--- src/rtl/sram_port_arbiter.sv ---
// Round-robin arbiter sharing one SRAM port between a burst reader and a burst writer.
// Optional build macro SRAM_ARB_GREY_EN greyscales each read beat before it is returned.
module sram_port_arbiter #(
  parameter int ADDR_BITS     = 16,
  parameter int DATA_BITS     = 24,
  parameter int ACCESS_CYCLES = 5
) (
  input  logic                 clk,
  input  logic                 n_rst,
  input  logic                 rd_req,
  input  logic [ADDR_BITS-1:0] rd_addr,
  input  logic [4:0]           rd_len,
  output logic                 rd_grant,
  output logic                 rd_valid,
  output logic [DATA_BITS-1:0] rd_data,
  output logic                 rd_done,
  input  logic                 wr_req,
  input  logic [ADDR_BITS-1:0] wr_addr,
  input  logic [4:0]           wr_len,
  input  logic [DATA_BITS-1:0] wr_data,
  output logic                 wr_grant,
  output logic                 wr_data_ack,
  output logic                 wr_done,
  output logic [ADDR_BITS-1:0] address,
  output logic [DATA_BITS-1:0] w_data,
  input  logic [DATA_BITS-1:0] r_data,
  output logic                 read_enable,
  output logic                 write_enable
);

  typedef enum logic [1:0] {IDLE, READ_BURST, WRITE_BURST, TURN} state_t;

  localparam logic [3:0] LAST_CYC = 4'(ACCESS_CYCLES - 1);
  localparam logic [4:0] MAX_LEN  = 5'd20;
  localparam logic [ADDR_BITS-1:0] ADDR_ONE = {{(ADDR_BITS-1){1'b0}}, 1'b1};

  state_t               state_q, state_d;
  logic                 last_wr_q, last_wr_d;
  logic [4:0]           len_q, len_d;
  logic [4:0]           beat_q, beat_d;
  logic [3:0]           cyc_q, cyc_d;
  logic [ADDR_BITS-1:0] address_q, address_d;
  logic [DATA_BITS-1:0] w_data_q, w_data_d;
  logic [DATA_BITS-1:0] rd_data_q, rd_data_d;
  logic                 read_enable_q, read_enable_d;
  logic                 write_enable_q, write_enable_d;
  logic                 rd_grant_q, rd_grant_d;
  logic                 wr_grant_q, wr_grant_d;
  logic                 rd_valid_q, rd_valid_d;
  logic                 wr_data_ack_q, wr_data_ack_d;
  logic                 rd_done_q, rd_done_d;
  logic                 wr_done_q, wr_done_d;

  logic                 pick_rd;
  logic [4:0]           req_len, clamp_len;
  logic [DATA_BITS-1:0] rd_sample;

`ifdef SRAM_ARB_GREY_EN
  logic [9:0] grey_sum;
  always_comb begin
    grey_sum  = {2'b00, r_data[23:16]} + {1'b0, r_data[15:8], 1'b0} + {2'b00, r_data[7:0]};
    rd_sample = {{(DATA_BITS-8){1'b0}}, grey_sum[9:2]};
  end
`else
  assign rd_sample = r_data;
`endif

  // Reader wins when alone, or on a tie when the writer was served last.
  assign pick_rd   = rd_req && (!wr_req || last_wr_q);
  assign req_len   = pick_rd ? rd_len : wr_len;
  assign clamp_len = (req_len > MAX_LEN) ? MAX_LEN : req_len;

  always_comb begin
    state_d        = state_q;
    last_wr_d      = last_wr_q;
    len_d          = len_q;
    beat_d         = beat_q;
    cyc_d          = cyc_q;
    address_d      = address_q;
    w_data_d       = w_data_q;
    rd_data_d      = rd_data_q;
    read_enable_d  = read_enable_q;
    write_enable_d = write_enable_q;
    rd_grant_d     = 1'b0;
    wr_grant_d     = 1'b0;
    rd_valid_d     = 1'b0;
    wr_data_ack_d  = 1'b0;
    rd_done_d      = 1'b0;
    wr_done_d      = 1'b0;

    case (state_q)
      IDLE: begin
        if (rd_req || wr_req) begin
          len_d  = clamp_len;
          beat_d = 5'd0;
          cyc_d  = 4'd0;
          if (pick_rd) begin
            state_d    = READ_BURST;
            last_wr_d  = 1'b0;
            rd_grant_d = 1'b1;
            if (clamp_len != 5'd0) begin
              address_d     = rd_addr;
              read_enable_d = 1'b1;
            end
          end else begin
            state_d    = WRITE_BURST;
            last_wr_d  = 1'b1;
            wr_grant_d = 1'b1;
            if (clamp_len != 5'd0) begin
              address_d      = wr_addr;
              w_data_d       = wr_data;
              wr_data_ack_d  = 1'b1;
              write_enable_d = 1'b1;
            end
          end
        end
      end

      READ_BURST, WRITE_BURST: begin
        if (len_q == 5'd0) begin
          state_d   = TURN;
          rd_done_d = (state_q == READ_BURST);
          wr_done_d = (state_q == WRITE_BURST);
        end else if (cyc_q != LAST_CYC) begin
          cyc_d = cyc_q + 4'd1;
        end else begin
          // Last cycle of a beat: capture read data, then either chain the next beat or finish.
          if (state_q == READ_BURST) begin
            rd_data_d  = rd_sample;
            rd_valid_d = 1'b1;
          end
          if (beat_q == len_q - 5'd1) begin
            state_d        = TURN;
            read_enable_d  = 1'b0;
            write_enable_d = 1'b0;
            rd_done_d      = (state_q == READ_BURST);
            wr_done_d      = (state_q == WRITE_BURST);
          end else begin
            beat_d    = beat_q + 5'd1;
            cyc_d     = 4'd0;
            address_d = address_q + ADDR_ONE;
            if (state_q == WRITE_BURST) begin
              w_data_d      = wr_data;
              wr_data_ack_d = 1'b1;
            end
          end
        end
      end

      TURN: state_d = IDLE;

      default: state_d = IDLE;
    endcase
  end

  always_ff @(posedge clk or negedge n_rst) begin
    if (!n_rst) begin
      state_q        <= IDLE;
      last_wr_q      <= 1'b1;
      len_q          <= '0;
      beat_q         <= '0;
      cyc_q          <= '0;
      address_q      <= '0;
      w_data_q       <= '0;
      rd_data_q      <= '0;
      read_enable_q  <= 1'b0;
      write_enable_q <= 1'b0;
      rd_grant_q     <= 1'b0;
      wr_grant_q     <= 1'b0;
      rd_valid_q     <= 1'b0;
      wr_data_ack_q  <= 1'b0;
      rd_done_q      <= 1'b0;
      wr_done_q      <= 1'b0;
    end else begin
      state_q        <= state_d;
      last_wr_q      <= last_wr_d;
      len_q          <= len_d;
      beat_q         <= beat_d;
      cyc_q          <= cyc_d;
      address_q      <= address_d;
      w_data_q       <= w_data_d;
      rd_data_q      <= rd_data_d;
      read_enable_q  <= read_enable_d;
      write_enable_q <= write_enable_d;
      rd_grant_q     <= rd_grant_d;
      wr_grant_q     <= wr_grant_d;
      rd_valid_q     <= rd_valid_d;
      wr_data_ack_q  <= wr_data_ack_d;
      rd_done_q      <= rd_done_d;
      wr_done_q      <= wr_done_d;
    end
  end

  assign address      = address_q;
  assign w_data       = w_data_q;
  assign rd_data      = rd_data_q;
  assign read_enable  = read_enable_q;
  assign write_enable = write_enable_q;
  assign rd_grant     = rd_grant_q;
  assign wr_grant     = wr_grant_q;
  assign rd_valid     = rd_valid_q;
  assign wr_data_ack  = wr_data_ack_q;
  assign rd_done      = rd_done_q;
  assign wr_done      = wr_done_q;

endmodule

--- config.mk ---
export PLATFORM = sky130hd
export DESIGN_NAME = sram_port_arbiter
export DESIGN_NICKNAME = d
export VERILOG_FILES = /design/src/rtl/sram_port_arbiter.sv
export SDC_FILE = /design/constraint.sdc
export NUM_CORES = 1
export LEC_CHECK = 0
export CAP_MARGIN = 20
export CORE_MARGIN = 2
export CORE_UTILIZATION = 40
export DETAILED_ROUTE_END_ITERATION = 12
export PLACE_DENSITY = 0.73
export SYNTH_ARGS = -nofsm -noshare
export SYNTH_HDL_FRONTEND = slang
export SYNTH_SLANG_ARGS = --single-unit
--- constraint.sdc ---
create_clock -name clk -period 4.7 [get_ports clk]
set_input_delay 0.94 -clock clk [delete_from_list [all_inputs] [get_ports clk]]
set_output_delay 0.94 -clock clk [all_outputs]
set_load 0.03 [all_outputs]
Yosys cells after proc, flatten, opt, wreduce, memory -nomap -nowiden
Index checks and enable logic that the tools add are counted.
W data, S select, Z words.
{ "totals": {"out_inout_bits": 72, "reg_bits": 89, "word_cells": 128} }
{ "classes": {"reduce_logical": 18, "bitwise_logic": 2, "add_sub_neg": 4, "n_eq_ne": 17, "magnitude_cmp": 1, "muxes": 70} }
{ "ops": {"columns": ["operator", "count"], "rows": [
  ["$mux W24", 7],
  ["$mux W16", 7],
  ["$pmux W24 S2", 1],
  ["$mux W1", 33],
  ["$pmux W16 S2", 1],
  ["$mux W5", 6],
  ["$ne A2 B2 Y1 const B", 9],
  ["$add A16 B1 Y16 const B", 1],
  ["$mux W4", 4],
  ["$reduce_and A7 Y1", 2],
  ["$mux W2", 5],
  ["$pmux W5 S2", 1],
  ["$ne A3 B3 Y1 const B", 3],
  ["$pmux W4 S2", 1],
  ["$reduce_and A4 Y1", 2],
  ["$reduce_and A8 Y1", 1],
  ["$pmux W1 S2", 3],
  ["$pmux W2 S3", 1],
  ["$reduce_and A6 Y1", 1],
  ["$add A5 B1 Y5 const B", 1],
  ["$eq A5 B5 Y1", 1],
  ["$gt A5 B5 Y1 const B", 1],
  ["$logic_not A5 Y1", 1],
  ["$reduce_and A5 Y1", 1],
  ["15 further kinds", 18]
]} }

Longest topological paths before layout
{ "depth": {"word_depth": 11, "depth_mapped": 11, "mapped_depth_nobuf": 8} }

Worst setup path before layout
OpenSTA, ideal clock, no wires.
{ "synth_timing": {"path_kind": "input-to-reg", "from": "in wr_len[0]", "to": "reg address_q[14], in the netlist address[14]", "setup_slack_ps": 1886, "t_arrival_ps": 2690, "path_stages": 7, "required_time_ps": 4576, "path_buffers": 1, "setup_time_ps": 124, "path_cell_list": "or2_2 or4_1 o221ai_1 or4_4 buf_6 nor4_1 a211o_1"} }
{ "synth_via": {"elab_chain_len": 6} }
{ "synth_rtl": {"columns": ["element", "line", "source"], "rows": [
  ["start: declaration", "19", "input logic [4:0] wr_len,"],
  ["$mux W5 (*)", "70", "assign req_len = pick_rd ? rd_len : wr_len;"],
  ["$gt A5 B5 Y1", "71", "assign clamp_len = (req_len > MAX_LEN) ? MAX_LEN : req_len;"],
  ["$mux W5 (*)", "71", null],
  ["$reduce_bool A5 Y1 (*)", "101, 109", null],
  ["$ne A2 B2 Y1 (no source line) (*)", null, null],
  ["$reduce_and A6 Y1 (no source line) (*)", null, null],
  ["end signal: assignment", "180", "address_q <= address_d;"],
  ["end: declaration", "42", "logic [ADDR_BITS-1:0] address_q, address_d;"]
]} }
Every way passes the cells marked *; elsewhere a longest branch is shown, timed or not.
A chain may end at the register's enable or synchronous reset.

Worst setup path in the final report
{ "layout_timing": {"from": "reg state_q[0]", "to": "reg w_data_q[8], in the netlist w_data[8]"} }
{ "layout_via": {"elab_chain_len": 4} }
{ "layout_rtl": {"columns": ["element", "line", "source"], "rows": [
  ["start: declaration", "37", "state_t state_q, state_d;"],
  ["start signal: assignment", "175", "state_q <= state_d;"],
  ["$eq A2 B1 Y1 or $eq A2 B2 Y1 (tied branches)", "91, 142", null],
  ["$reduce_or A2 Y1", "91", "case (state_q)"],
  ["$ne A2 B2 Y1 (no source line) or $reduce_bool A2 Y1 (tied branches)", null, null],
  ["$reduce_and A8 Y1 (no source line)", null, null],
  ["end signal: assignment", "181", "w_data_q <= w_data_d;"],
  ["end: declaration", "43", "logic [DATA_BITS-1:0] w_data_q, w_data_d;"]
]} }
Several ways; a longest one is shown, not always the timed one.

==> results.md <==
* CTS tree: done
* Syn_area_per_cell at 10.5 um2
* Cell area after placement at 6300 um2
* Post-synthesis sequential area ratio at 49.5%
* Cells after Synth at 428
* Core ar. at 10,900 um2
* CTS buffer count at 9
* Fin area at 6480 um2
* Number of enable flip-flop cells after synthesis at 0
* Syn Nets at 532
* Final Hold Viols at 0
* Worst slew pin tran at 707 ps
* Achievable frequency at 307 MHz
* Vias per cell at 5.36
* Slowest cell on the critical path: ha_1
* Prevailing post-synth register cell: dfrtp_1
* Max incr delay on CP at 620 ps
* Clk slew on worst S/H paths at 90 ps
* Aggregate global-route resource usage at 19.7%
* Fin crit share at 69.2%
* Sink Count at 89
* Ys async rst share at 100%
* GP Congestion at 0.857
* Crit. End Element: flip-flop
* Worst Path Required at 4930 ps
* Critical path type: reg2reg
* DRC viols at 0
* Worst path cell trace: inv_1 -> ha_1 -> clkinv_1 -> a21oi_1 -> a41o_1 -> nor3b_4 -> buf_4 -> mux2_1
* Met3 layer wire length in the routed design at 907 um
* Clk root buf: clkbuf_8
* Htree depth at 3
* Postcts setup bufs at 0
* Top cells by area, synth: dfrtp_1, mux2_2, nand2_1
* PD cells at 735 nW/um2
* Detailed-placement wirelength estimate at 8790 um
* Diodes inserted at 0
* Initial Utilization at 41.3%
* Filler Cells Inserted at 945
* Startpoint types: flip-flop
* Rows at 38
* Crit path DAT at 3480 ps
* PortBufs at 165
* Slew headroom at 52.5%
* # resized after CTS at 0
* Setup TNS at 0 ps
* CTS Hold Bufs at 0
* Routed WL at 11,800 um
* RSZ-0062 raised after global routing: no
* Die width at 110 um
* Vias in the first global route at 3,931
* Synth cell types at 62
* Area overhead of the layout relative to synthesis at 44.0%
* Dpl ws at 1270 ps
* Initial DRC Count at 196
* Die Ht at 110 um
* Metal-1 WL at 4870 um
* Initial antenna violation count at 0
* DIE AREA at 12,100 um2
* Worst Skew at 10.6 ps
* Buf+Inv Stages, Crit Path at 3
* First-pass GRT wire length at 18,700 um
* Ports at 166
* Highest routing layer actually used: met4
* Status: finished clean
* LEAKAGE at 2.71 nW
* Peak VDD IR at 0.401 mV
* Critical path's top delay family: compound AO/OA/AOI/OAI gates
* WHS at 493 ps
* Slew Viols, Final at 0
* Yosys reg bits at 89
* Post-synth top area cell: dfrtp_1
* Worst-skew pair later-pin latency at 350 ps
* Final worst path period need at 3250 ps
* Worst Hold Class: reg2reg
* DRT antenna net count at 0
* Number of max-cap violations at 0
* Total gr overflow at 0
* TritonRoute pass-1 iters at 4
* Final worst slack at 1450 ps
* Synth top area share at 48.9%
* CP Max Fanout at 24
* Final setup viols at 0
* Via count at 3,948
* Final #Nets at 695
* Wire length on met2 at 5880 um
* Largest net degree at the start of global routing at 51
* Yosys warns at 0
* Layout cells sized above 1 at 12.9%
* Mapped Area at 4500 um2
* Routed len/inst at 16.1 um
* Clock Path Buffers at 2
[final timing paths]
kind	from	to	slack [ps]	cells past startpoint
setup reg to reg	state_q[0]	w_data[8]	1450	8
hold / removal	w_data[7]	w_data[7]	490	1
hold reg to reg	w_data[7]	w_data[7]	490	1
setup / recovery	state_q[0]	w_data[8]	1450	8
min in group asynchronous	n_rst	address[15]	540	1
max in group asynchronous	n_rst	rd_data[13]	3110	2
[stage by stage]
stage          std cells  util, %  power [mW]
2_1_floorplan        428        -        3.25
3_3_place_gp         719     57.8        4.23
3_5_place_dp         720     57.9        4.31
4_1_cts              736     59.5        4.80
5_1_grt              736     59.5        5.09
6_report             736     59.5        4.76
[worst reg2reg max path, delay by kind of cell, from the launching register on]
family / cells / cell delay [ps]
compound gates: 2 / 850
simple gates: 1 / 70
fa+ha+maj: 1 / 620
mux: 1 / 360
buf+inv: 3 / 770
flops: 1 / 450
[registers in the layout, summed over array words and instances, names as in the netlist]
signal,flops
rd_data,24
w_data,24
address,16
beat_q,5
len_q,5
cyc_q,4
state_q,2
last_wr_q,1
rd_done,1
rd_grant,1
rd_valid,1
read_enable,1
wr_data_ack,1
wr_done,1
wr_grant,1
write_enable,1
[cell usage in the layout, fill, tap and decap left out, types with 5 or more instances in the layout]
cell / n
a21oi_1: 32
ha_1: 10
nor2b_1: 5
a21o_1: 5
nor2_1: 20
and3_1: 7
clkdlybuf4s50_1: 164
nor4_1: 7
mux2i_1: 6
o221ai_1: 5
nand3_1: 19
clkbuf_8: 9
nor3_1: 5
nand2_1: 51
inv_1: 13
buf_4: 7
xnor2_1: 5
dfrtp_1: 88
o21ai_0: 12
mux2_2: 46
[cell usage after synthesis (4+ instances only)]
library cell and number:
a31oi_1 4, ha_1 10, nor2b_1 5, o211ai_1 4
nor3_1 5, o21ai_1 4, xor2_1 4, inv_1 13
xnor2_1 5, dfrtp_1 88, clkbuf_1 15, a21oi_1 32
and3_1 7, mux2i_1 6, buf_2 4, nor4_1 7
o221ai_1 5, a21o_1 5, nor2_1 20, o21ai_0 12
nand2_1 51, nand3_1 19, mux2_2 46
[area by class of cell]
cell class / count / area (um2) / share of cell area, %
Tap cell: 140 / 175 / 2.70
Clock inverter: 6 / 50.0 / 0.772
Multi-Input combinational cell: 305 / 2140 / 33.0
Inverter: 14 / 52.6 / 0.811
Clock buffer: 10 / 128 / 1.97
Timing Repair Buffer: 172 / 1710 / 26.4
Sequential cell: 89 / 2230 / 34.4
[logic make-up after synthesis]
kind of cell	count (synthesis)	share of synthesized area, %
flip-flops	89	49.5
AO/OA/AOI/OAI	91	13.2
buffers and inverters	34	3.11
multiplexers	55	13.6
adder cells (fa/ha/maj)	10	2.78
AND/OR/NAND/NOR	139	15.6
XOR/XNOR	10	2.25
[layer usage]
| layer | up-vias | track usage, % |
|---|---|---|
| li1 | 1881 | - |
| met2 | 138 | 34.0 |
| met4 | 0 | 7.23 |
| met5 | - | 0 |
| met3 | 14 | 3.76 |
| met1 | 1915 | 24.3 |
[power by group]
part / total, mW / switching [mW] / internal [mW] / leakage, nW
clock network: 0.485 / 0.286 / 0.199 / 0.0839
logic: 2.88 / 1.61 / 1.27 / 1.57
registers: 1.40 / 0.270 / 1.13 / 1.06
Note: power is estimated with default switching activity, not from simulation.
